**config.mk**
```make
export PLATFORM = sky130hd
export DESIGN_NAME = actor_responder_flat
export DESIGN_NICKNAME = d
export VERILOG_FILES = /design/src/rtl/actor_responder_if.sv /design/src/rtl/actor_responder.sv /design/src/flat_wrapper.sv
export SDC_FILE = /design/constraint.sdc
export NUM_CORES = 1
export LEC_CHECK = 0
export ABC_AREA = 0
export CAP_MARGIN = 20
export CORE_MARGIN = 10
export CORE_UTILIZATION = 30
export DETAILED_ROUTE_END_ITERATION = 8
export PLACE_DENSITY = 0.51
export SETUP_SLACK_MARGIN = 0.02
export SYNTH_ARGS = -nofsm -noshare
export SYNTH_HDL_FRONTEND = slang
export SYNTH_SLANG_ARGS = --single-unit
```
**constraint.sdc**
```tcl
create_clock -name ap_clk -period 6.4 [get_ports ap_clk]
set_input_delay 1.28 -clock ap_clk [delete_from_list [all_inputs] [get_ports ap_clk]]
set_output_delay 1.28 -clock ap_clk [all_outputs]
set_load 0.005 [all_outputs]
```
**src/rtl/actor_responder_if.sv**
```systemverilog
// Actor handshake, FIFO and status signals for actor_responder.
// Ports (slave = actor side):
//   ap_start, guard_en, in_empty_n, in_dout, out_full_n     -> into the actor
//   ap_done, ap_idle, ap_ready, ap_return, in_read,
//   out_write, out_din, firings_total                        -> out of the actor
interface actor_responder_if #(
  parameter int unsigned DATA_WIDTH = 32
);
  logic                  ap_start;
  logic                  ap_done;
  logic                  ap_idle;
  logic                  ap_ready;
  logic [31:0]           ap_return;
  logic                  guard_en;
  logic                  in_empty_n;
  logic                  in_read;
  logic [DATA_WIDTH-1:0] in_dout;
  logic                  out_full_n;
  logic                  out_write;
  logic [DATA_WIDTH-1:0] out_din;
  logic [31:0]           firings_total;

  modport slave (
    input  ap_start, guard_en, in_empty_n, in_dout, out_full_n,
    output ap_done, ap_idle, ap_ready, ap_return, in_read,
           out_write, out_din, firings_total
  );

  modport master (
    output ap_start, guard_en, in_empty_n, in_dout, out_full_n,
    input  ap_done, ap_idle, ap_ready, ap_return, in_read,
           out_write, out_din, firings_total
  );
endinterface

```
**src/rtl/actor_responder.sv**
```systemverilog
// Dataflow actor: per invocation, repeatedly consumes one token from a FWFT
// input FIFO, computes token+INCREMENT over COMPUTE_LATENCY cycles and writes
// it to the output FIFO, until blocked or MAX_FIRINGS is reached.
// Ports:
//   ap_clk  - clock, rising edge
//   ap_rst  - synchronous active-high reset
//   bus     - actor_responder_if.slave (ap_* handshake, guard, FIFO ports, counters)
module actor_responder #(
  parameter int unsigned DATA_WIDTH      = 32,
  parameter int          INCREMENT       = 1,
  parameter int unsigned COMPUTE_LATENCY = 1,
  parameter int unsigned MAX_FIRINGS     = 4
) (
  input logic           ap_clk,
  input logic           ap_rst,
  actor_responder_if.slave bus
);

  localparam int unsigned CNT_W = 16;
  localparam int unsigned LAT_W = 8;

  localparam logic [2:0] S_IDLE    = 3'd0;
  localparam logic [2:0] S_CHECK   = 3'd1;
  localparam logic [2:0] S_COMPUTE = 3'd2;
  localparam logic [2:0] S_WRITE   = 3'd3;
  localparam logic [2:0] S_DONE    = 3'd4;

  localparam logic [31:0] RET_IDLE        = 32'd0;
  localparam logic [31:0] RET_WAIT_INPUT  = 32'd2;
  localparam logic [31:0] RET_WAIT_OUTPUT = 32'd3;
  localparam logic [31:0] RET_WAIT_GAURD  = 32'd4;
  localparam logic [31:0] RET_EXECUTED    = 32'd5;

  logic [2:0]            r_state;
  logic [2:0]            w_next_state;
  logic [CNT_W-1:0]      r_count;
  logic [LAT_W-1:0]      r_lat;
  logic [DATA_WIDTH-1:0] r_out_din;
  logic [31:0]           r_total;
  logic [31:0]           r_return;
  logic                  w_in_read;
  logic                  w_out_write;
  logic [31:0]           w_reason;

  // State register
  always_ff @(posedge ap_clk) begin
    if (ap_rst) r_state <= S_IDLE;
    else        r_state <= w_next_state;
  end

  // Next state, FIFO strobes and block reason
  always_comb begin
    w_next_state = r_state;
    w_in_read    = 1'b0;
    w_out_write  = 1'b0;
    w_reason     = RET_IDLE;
    case (r_state)
      S_IDLE: begin
        if (bus.ap_start) w_next_state = S_CHECK;
      end
      S_CHECK: begin
        if (r_count == CNT_W'(MAX_FIRINGS)) begin
          w_next_state = S_DONE;
        end else if (!bus.guard_en) begin
          w_reason     = RET_WAIT_GAURD;
          w_next_state = S_DONE;
        end else if (!bus.in_empty_n) begin
          w_reason     = RET_WAIT_INPUT;
          w_next_state = S_DONE;
        end else if (!bus.out_full_n) begin
          w_reason     = RET_WAIT_OUTPUT;
          w_next_state = S_DONE;
        end else begin
          w_in_read    = 1'b1;
          w_next_state = S_COMPUTE;
        end
      end
      S_COMPUTE: begin
        if (r_lat == '0) w_next_state = S_WRITE;
      end
      S_WRITE: begin
        w_out_write = bus.out_full_n;
        if (bus.out_full_n) w_next_state = S_CHECK;
      end
      S_DONE: begin
        w_next_state = S_IDLE;
      end
      default: begin
        w_next_state = S_IDLE;
      end
    endcase
  end

  // Datapath: firing counters, result latch and return code
  always_ff @(posedge ap_clk) begin
    if (ap_rst) begin
      r_count   <= '0;
      r_lat     <= '0;
      r_out_din <= '0;
      r_total   <= '0;
      r_return  <= RET_IDLE;
    end else begin
      if (r_state == S_IDLE && bus.ap_start) r_count <= '0;
      // The result is formed at read time so out_din is stable through COMPUTE/WRITE
      if (w_in_read) begin
        r_out_din <= DATA_WIDTH'(bus.in_dout + DATA_WIDTH'(INCREMENT));
        r_lat     <= LAT_W'(COMPUTE_LATENCY - 1);
      end
      if (r_state == S_COMPUTE && r_lat != '0) r_lat <= r_lat - LAT_W'(1);
      if (w_out_write) begin
        r_count <= r_count + CNT_W'(1);
        r_total <= r_total + 32'd1;
      end
      // Registered on entry to DONE so it is visible during the DONE cycle
      if (r_state == S_CHECK && w_next_state == S_DONE)
        r_return <= (r_count != '0) ? RET_EXECUTED : w_reason;
    end
  end

  assign bus.ap_idle       = (r_state == S_IDLE);
  assign bus.ap_done       = (r_state == S_DONE);
  assign bus.ap_ready      = (r_state == S_DONE);
  assign bus.ap_return     = r_return;
  assign bus.in_read       = w_in_read;
  assign bus.out_write     = w_out_write;
  assign bus.out_din       = r_out_din;
  assign bus.firings_total = r_total;

endmodule

```
**src/flat_wrapper.sv**
```systemverilog
// flat-port wrapper written by rule: the top's interface ports become plain ports
module actor_responder_flat 
#(
  parameter int unsigned DATA_WIDTH      = 32,
  parameter int          INCREMENT       = 1,
  parameter int unsigned COMPUTE_LATENCY = 1,
  parameter int unsigned MAX_FIRINGS     = 4
)
  (ap_clk, ap_rst, bus_ap_start, bus_guard_en, bus_in_empty_n, bus_in_dout, bus_out_full_n, bus_ap_done, bus_ap_idle, bus_ap_ready, bus_ap_return, bus_in_read, bus_out_write, bus_out_din, bus_firings_total);
  actor_responder_if #(.DATA_WIDTH(DATA_WIDTH)) bus_i ();
  input logic ap_clk;
  input logic ap_rst;
  input wire logic [$bits(bus_i.ap_start)-1:0] bus_ap_start;
  input wire logic [$bits(bus_i.guard_en)-1:0] bus_guard_en;
  input wire logic [$bits(bus_i.in_empty_n)-1:0] bus_in_empty_n;
  input wire logic [$bits(bus_i.in_dout)-1:0] bus_in_dout;
  input wire logic [$bits(bus_i.out_full_n)-1:0] bus_out_full_n;
  output wire logic [$bits(bus_i.ap_done)-1:0] bus_ap_done;
  output wire logic [$bits(bus_i.ap_idle)-1:0] bus_ap_idle;
  output wire logic [$bits(bus_i.ap_ready)-1:0] bus_ap_ready;
  output wire logic [$bits(bus_i.ap_return)-1:0] bus_ap_return;
  output wire logic [$bits(bus_i.in_read)-1:0] bus_in_read;
  output wire logic [$bits(bus_i.out_write)-1:0] bus_out_write;
  output wire logic [$bits(bus_i.out_din)-1:0] bus_out_din;
  output wire logic [$bits(bus_i.firings_total)-1:0] bus_firings_total;
  assign bus_i.ap_start = bus_ap_start;
  assign bus_i.guard_en = bus_guard_en;
  assign bus_i.in_empty_n = bus_in_empty_n;
  assign bus_i.in_dout = bus_in_dout;
  assign bus_i.out_full_n = bus_out_full_n;
  assign bus_ap_done = bus_i.ap_done;
  assign bus_ap_idle = bus_i.ap_idle;
  assign bus_ap_ready = bus_i.ap_ready;
  assign bus_ap_return = bus_i.ap_return;
  assign bus_in_read = bus_i.in_read;
  assign bus_out_write = bus_i.out_write;
  assign bus_out_din = bus_i.out_din;
  assign bus_firings_total = bus_i.firings_total;
  actor_responder #(.DATA_WIDTH(DATA_WIDTH), .INCREMENT(INCREMENT), .COMPUTE_LATENCY(COMPUTE_LATENCY), .MAX_FIRINGS(MAX_FIRINGS)) u_core (.ap_clk(ap_clk), .ap_rst(ap_rst), .bus(bus_i));
endmodule
```
; ---- Word-level counts from Yosys, hierarchy flattened
; Cells that the tools add are included.
[word_totals]
reg_bits = 123
in_bits = 38
output_inout_bits = 101
wordCells = 49
[op_classes]
n_addsub = 4
n_eq_ne = 6
n_mux = 24
reduce_logical = 9
[ops]
columns = cell, count
row1 = 32-bit 2-to-1 mux, 5
row2 = "32-bit by 1-bit adder with 32-bit output, second input constant", 2
row3 = 16-bit 2-to-1 mux, 2
row4 = 3-bit 2-to-1 mux, 7
row5 = "16-bit by 1-bit adder with 16-bit output, second input constant", 1
row6 = "16-bit by 3-bit equality test with 1-bit output, second input constant", 1
row7 = 8-bit 2-to-1 mux, 2
row8 = 16-bit nonzero test, 1
row9 = 3-bit case mux with 4 select lines, 1
row10 = 8-bit zero test, 1
row11 = 8-bit nonzero test, 1
row12 = "8-bit by 1-bit subtractor with 8-bit output, second input constant", 1
row13 = "3-bit by 2-bit equality test with 1-bit output, second input constant", 2
row14 = "3-bit equality test, second input constant", 2
row15 = 1-bit 2-to-1 mux, 6
row16 = 2-bit nonzero test, 2
row17 = "3-bit by 1-bit equality test with 1-bit output, second input constant", 1
row18 = 1-bit logical AND, 3
row19 = 3-bit zero test, 1
row20 = 2-bit 2-to-1 mux, 1

; ---- Logic depth before layout (Yosys ltp)
[logic_depth]
depth_word = 7
depth_mapped = 10
mapped_depth_nobuf = 8

; ---- Least setup slack after synthesis
; OpenSTA, ideal clock, no wires.
[synth_path]
path_kind = in2out
from = input bus_guard_en
to = output bus_in_read
arrival_time_ns = 2.139
required_ns = 5.120
path_slack_ns = 2.981
cell_stages = 6
n_path_buf = 3
path_cell_list = nand3_1 or3_1 buf_4 inv_2 buf_6 buf_6
[synth_via]
elab_chain_len = 3
[synth_rtl]
columns = item, line_no
row1 = start: declaration, flat_wrapper.sv:14  ; input wire logic [$bits(bus_i.guard_en)-1:0] bus_guard_en;
row2 = 1-bit 2-to-1 mux, actor_responder.sv:64  ; end else if (!bus.guard_en) begin
row3 = 1-bit 2-to-1 mux, actor_responder.sv:62  ; if (r_count == CNT_W'(MAX_FIRINGS)) begin
row4 = 1-bit 2-to-1 mux, actor_responder.sv:57  ; case (r_state)
row5 = end: declaration, flat_wrapper.sv:22  ; output wire logic [$bits(bus_i.in_read)-1:0] bus_in_read;
; No other way between the ends.

; ---- Worst setup path after layout
[layout_path]
from = input bus_out_full_n
to = output bus_out_write
[layout_via]
elab_chain_len = 1
[layout_rtl]
columns = item, line_no
row1 = start: declaration, flat_wrapper.sv:17  ; input wire logic [$bits(bus_i.out_full_n)-1:0] bus_out_full_n;
row2 = 1-bit 2-to-1 mux, actor_responder.sv:57
row3 = end: declaration, flat_wrapper.sv:23  ; output wire logic [$bits(bus_i.out_write)-1:0] bus_out_write;
; No other way between the ends.

==> impl_metrics.ini <==
[status]
run_status = finished, final reports clean

[timing]
setup-tns-final_ns = 0
timing.fmax_ghz = 0.230
finalCriticalPeriod_ns = 4.35
max_slew.worst_pin.slew_ns = 0.791
report.final.slew_viol_count = 0
layout_worst_path_cycle_share_pct = 68.0
timing.max_slew.rel_slack_pct = 47.2
final.setup.worst_slack_ns = 2.05
hold_viol = 0
setup_violations = 0
worst_clock_skew_ns = 0.0127
rsz0062_at_grt = false

[yosys]
ys.warnings.count = 0
post_synthesis_sequential_element_count = 94
post_synthesis_mean_instance_area_um2 = 8.61
synthArstFlopShare_pct = 0
synth_area_mm2 = 0.00501
yosysSeqAreaShare_pct = 37.6
syn_inst_count = 582
netlist-cell-type-count = 52
synth_enable_flop_cells = 0
ys_dominant_reg_cell = dfxtp_1

[placement]
place_area_mm2 = 0.00612
io_buffer_count = 109
placedCellCount = 882
dp_slack_ns = 2.03
place_hpwl_um = 9680
gp_routability_congestion = 0.782

[clock_tree]
path_clk_slew_ns = 0.07
numCtsBuffers = 9
postCtsHoldBufs = 0
cts_resized = 0
max-clock-path-buffers = 2
postCtsSetupRepairBufs = 0
cts_max_level = 3
clkSinkCount = 94
tritoncts_clock_tree = yes
cts.root.buffer_cell = clkbuf_16
clkLatencyLatePin_ns = 0.35

[global_route]
grt_antenna_before_repair = 0
grt_first_pass_wirelength_um = 21600
gr_usage_total_pct = 11.8
grt.overflow.total = 0
first_global_vias = 4227
grt_start_max_net_pins = 67

[route]
met2_wirelength_um = 5990
pre_antenna_drt_iters = 4
wirelength_um = 13400
top_layer_used = met4
drcViolationCount = 0
drtIter0Drc = 231
avgViaCountPerCell = 4.89
detailroute.via_count = 4391
route.layer.met1.wl_um = 6490
ant_nets = 0
wire_length_per_cell_um = 14.9
routed-wl-met3_um = 772

[floorplanning]
row_count = 47
dieWidth_um = 149
die_area_mm2 = 0.0223
design.core.area_mm2 = 0.0165
die_height_um = 149
initial_standard_cell_utilization_of_the_core_pct = 30.4
ioPinCount = 139

[cells_and_area]
layout.cells.non_filler = 898
antenna_cells_inserted = 0
final_cell_mix = 108 x clkdlybuf4s50_1, 94 x dfxtp_1, 81 x nor2_1
final_net_count = 716
final_area_mm2 = 0.00646
layout_commonest_cell = clkdlybuf4s50_1
areaGrowthSynthToFinish_pct = 28.9
fraction_of_layout_instances_using_a_drive_strength_above_1_pct = 9.00

[setup_path]
path_class = input pin to primary output
timing.critical_path.arrival_ns = 3.07
crit_slowest_cell = clkdlybuf4s50_1
crit_chain = clkdlybuf4s50_1 > nand4b_1 > inv_1 > buf_4 > clkdlybuf4s50_1
startpoint_type = input pin
crit_required_ns = 5.12
critical_path_endpoint_category = primary output
worst-path-max-fanout = 20
worst_path_most_repeated_cell = clkdlybuf4s50_1
crit_path_max_incr_delay_ns = 0.57
reg2reg_slack_ns = 3.66

[flow_run]
max-cap-violations = 0

[pwr]
design_power_total_w = 0.00130
power.density_mw_per_mm2 = 201
p_leak_nw = 2.08
vdd_drop_max_uv = 119

[hold_path]
classification_of_the_worst_slack_hold_path = flop to flop
-- kinds of logic after synthesis --
| kind of cell | share of synthesized area [%] |
|---|---|
| adders and majority gates | 1.25 |
| buffers and inverters | 8.94 |
| xor gates and xnor gates | 9.97 |
| and+or+nand+nor | 27.9 |
| other | 0.0749 |
| AOI/OAI and AO/OA | 14.3 |
| DFF | 37.6 |
-- metal layers --
metal	up-vias	track usage (%)
met3	10	3.58
met5	-	0
met4	0	3.53
met2	102	18.7
met1	2073	15.1
li1	2206	-
-- synth_stat cells, types with 3 or more instances --
library cell	count	area (um^2)
dfxtp_1	94	1880
nor2_1	81	304
buf_4	31	233
nand3_1	29	145
xnor2_1	29	254
nand2_1	28	105
nand4_1	28	175
xor2_1	28	245
a211oi_2	27	338
a21oi_1	25	125
or3_1	17	106
clkbuf_1	16	60.1
inv_1	16	60.1
and4_1	13	114
nor4_1	12	75.1
o21ai_0	12	60.1
nor3_1	10	50.1
and3_1	9	56.3
buf_2	7	35.0
ha_1	5	62.6
o211ai_1	5	37.5
a211oi_1	4	30.0
buf_6	4	45.0
nand2b_1	4	25.0
nor3_2	4	40.0
and2_1	3	18.8
buf_1	3	11.3
nand3b_1	3	22.5
nor3b_1	3	22.5
or4_4	3	33.8
-- worst paths after layout --
check	from	end	cells past startpoint
worst max-delay path	bus_out_full_n	bus_out_write	5
worst min-delay path	u_core.bus.out_din[1]	u_core.bus.out_din[1]	2
worst max register to register	u_core.r_state[0]	u_core.bus.out_din[22]	6
worst min register to register	u_core.bus.out_din[1]	u_core.bus.out_din[1]	2
-- registers in the layout, summed over array words and instances, names as in the netlist --
register	cells
u_core.bus.firings_total	32
u_core.bus.out_din	32
u_core.r_count	16
u_core.r_lat	8
u_core.bus.ap_return	3
u_core.r_state	3
-- where the power goes --
group | switching [W] | total [W] | internal, W | leakage, nW
Sequential | 0.00000444 | 0.000595 | 0.000591 | 0.758
Combinational | 0.0000530 | 0.0000997 | 0.0000467 | 1.16
Clock | 0.000238 | 0.000605 | 0.000367 | 0.163
-- critical path, delay by kind of cell --
| kind | cells | cell delay, ns |
|---|---|---|
| AND/OR/NAND/NOR | 1 | 0.31 |
| buffers and inverters | 4 | 1.48 |
-- metrics by stage --
stage | hold slack (ns) | utilization [%]
final | 0.466 | 39.2
after global routing | 0.484 | 39.2
after detailed placement | 0.458 | 37.2
after CTS | 0.470 | 39.2
after floorplan | 0.453 | -
after global placement | 0.460 | 37.2
-- layout make-up --
cell class / count / area [um^2]
Fill cell: 1666 / 10000
Multi-Input combinational cell: 438 / 2780
Sequential cell: 94 / 1880
Timing Repair Buffer: 113 / 1120
Tap cell: 220 / 275
Clock buffer: 12 / 256
Clock inverter: 4 / 77.6
Inverter: 17 / 63.8
No activity file was read; power rests on OpenSTA's default activity.
==> RTL edit, RTL diff (same settings) <==
`LAT_W`: 8 -> 9.
--- a/src/rtl/actor_responder.sv
+++ b/src/rtl/actor_responder.sv
@@ -17,7 +17,7 @@
 );
 
   localparam int unsigned CNT_W = 16;
-  localparam int unsigned LAT_W = 8;
+  localparam int unsigned LAT_W = 9;
 
   localparam logic [2:0] S_IDLE    = 3'd0;
   localparam logic [2:0] S_CHECK   = 3'd1;
Check against the original RTL: no difference found for any inputs over 10 cycles, from zero or initial values and one cycle with ap_rst high; that may be too few to reach the edited logic, so the function may still have changed.
==> RTL edit against the original RTL <==
Worst setup slack worse by 24 ps; cell area up 0.29%; critical endpoint is now bus_in_read; sequential cell count up 1; first-iteration DRC count down 12%; wire length up 3.4%; combinational power down 2.3%; clock skew down 3.1 ps; power down 0.19%; area after synthesis up 0.37%; clock power down 1%; synthesized cell count up 5.3%.
==> RTL edit: results <==
set metrics [dict create \
    muxShareOfSynthArea_pct 1.120 \
    area_delta_synth_final_pct 28.82 \
    critPathMaxStageDelay_ps 610 \
    fin_skew_ps 9.562 \
    dpl.cell_count 912 \
    ys_seq_area_share_pct 37.83 \
    buffer_area_share_pct 17.00 \
    comb-power_uw 97.4 \
    synth_area_leaders "dfxtp_1, xnor2_1, nor2_1" \
    clock_cell_area_share_pct 5.139 \
    multi_input_area_um2 2800 \
    seq_cell_power_uw 602 \
    dp_hpwl_mm 10.09 \
    power_frac_comb_pct 7.5 \
    ir_drop_mv 0.1351 \
    clkbuf_count 10 \
    grt_usage_pct 12.44 \
    placed_area_um2 6143 \
    synthXorXnorAreaFrac_pct 10.10 \
    post-place-ws_ps 2006 \
    yosys.area_share.adder_pct 1.493 \
    seqCellArea_um2 1902 \
    nMultiInputCombCells 469 \
    met2WireLength_mm 6.288 \
    place.gp.congestion 0.8058 \
    buffers_excl_clock 111 \
    synthTopCellsByCount "dfxtp_1, nor2_1, xnor2_1, a211oi_1, nand2_1" \
    avgSynthCellArea_um2 8.201 \
    drive_gt1_share_pct 5.085 \
    arrival_ps 3100 \
    gr-usage-met3_pct 6.824 \
    wl_met1_mm 5.972 \
    slew_headroom_pct 29.16 \
    grt_pass1_vias 4516 \
    power.leakage_nw 2.070 \
    instances_no_fill 928 \
    cp_max_fo 7 \
    run_status "completed" \
    intPower_uw 999.0 \
    drtIter0Drc 203 \
    seq_cell_count 95 \
    synth_compound_area_share_pct 10.80 \
    grt_max_degree 96 \
    wl_mm 13.83 \
    avgViaCountPerCell 4.890 \
    grt_pass1_wl_mm 22.96 \
]
-- RTL edit: changes by cell type in the layout (fill, tap and decap cells not counted), sizes merged, moves of 7 or more --
cell	change
xnor2	+15
nor3	+14
xor2	-14
nor4	+12
nand2	+7
nand4	-7
-- RTL edit: worst reg2reg max path, stage by stage, from the launching register on --
cell and delay (ps):
dfxtp_1 520, or3b_1 470, nor3_2 240, nand2_1 230, inv_2 150, buf_4 490, nor2_1 130, a211oi_1 250
-- RTL edit: worst paths after layout --
check                                      from                             endpoint  slack [ps]  cells after the start
min reg2reg  u_core.bus.out_din[1]$_SDFFE_PP0P_   u_core.bus.out_din[1]$_SDFFE_PP0P_         470                      2
max                              bus_out_full_n                          bus_in_read        2020                      6
max reg2reg        u_core.r_state[0]$_SDFF_PP0_  u_core.bus.out_din[16]$_SDFFE_PP0P_        3830                      7
min          u_core.bus.out_din[1]$_SDFFE_PP0P_   u_core.bus.out_din[1]$_SDFFE_PP0P_         470                      2
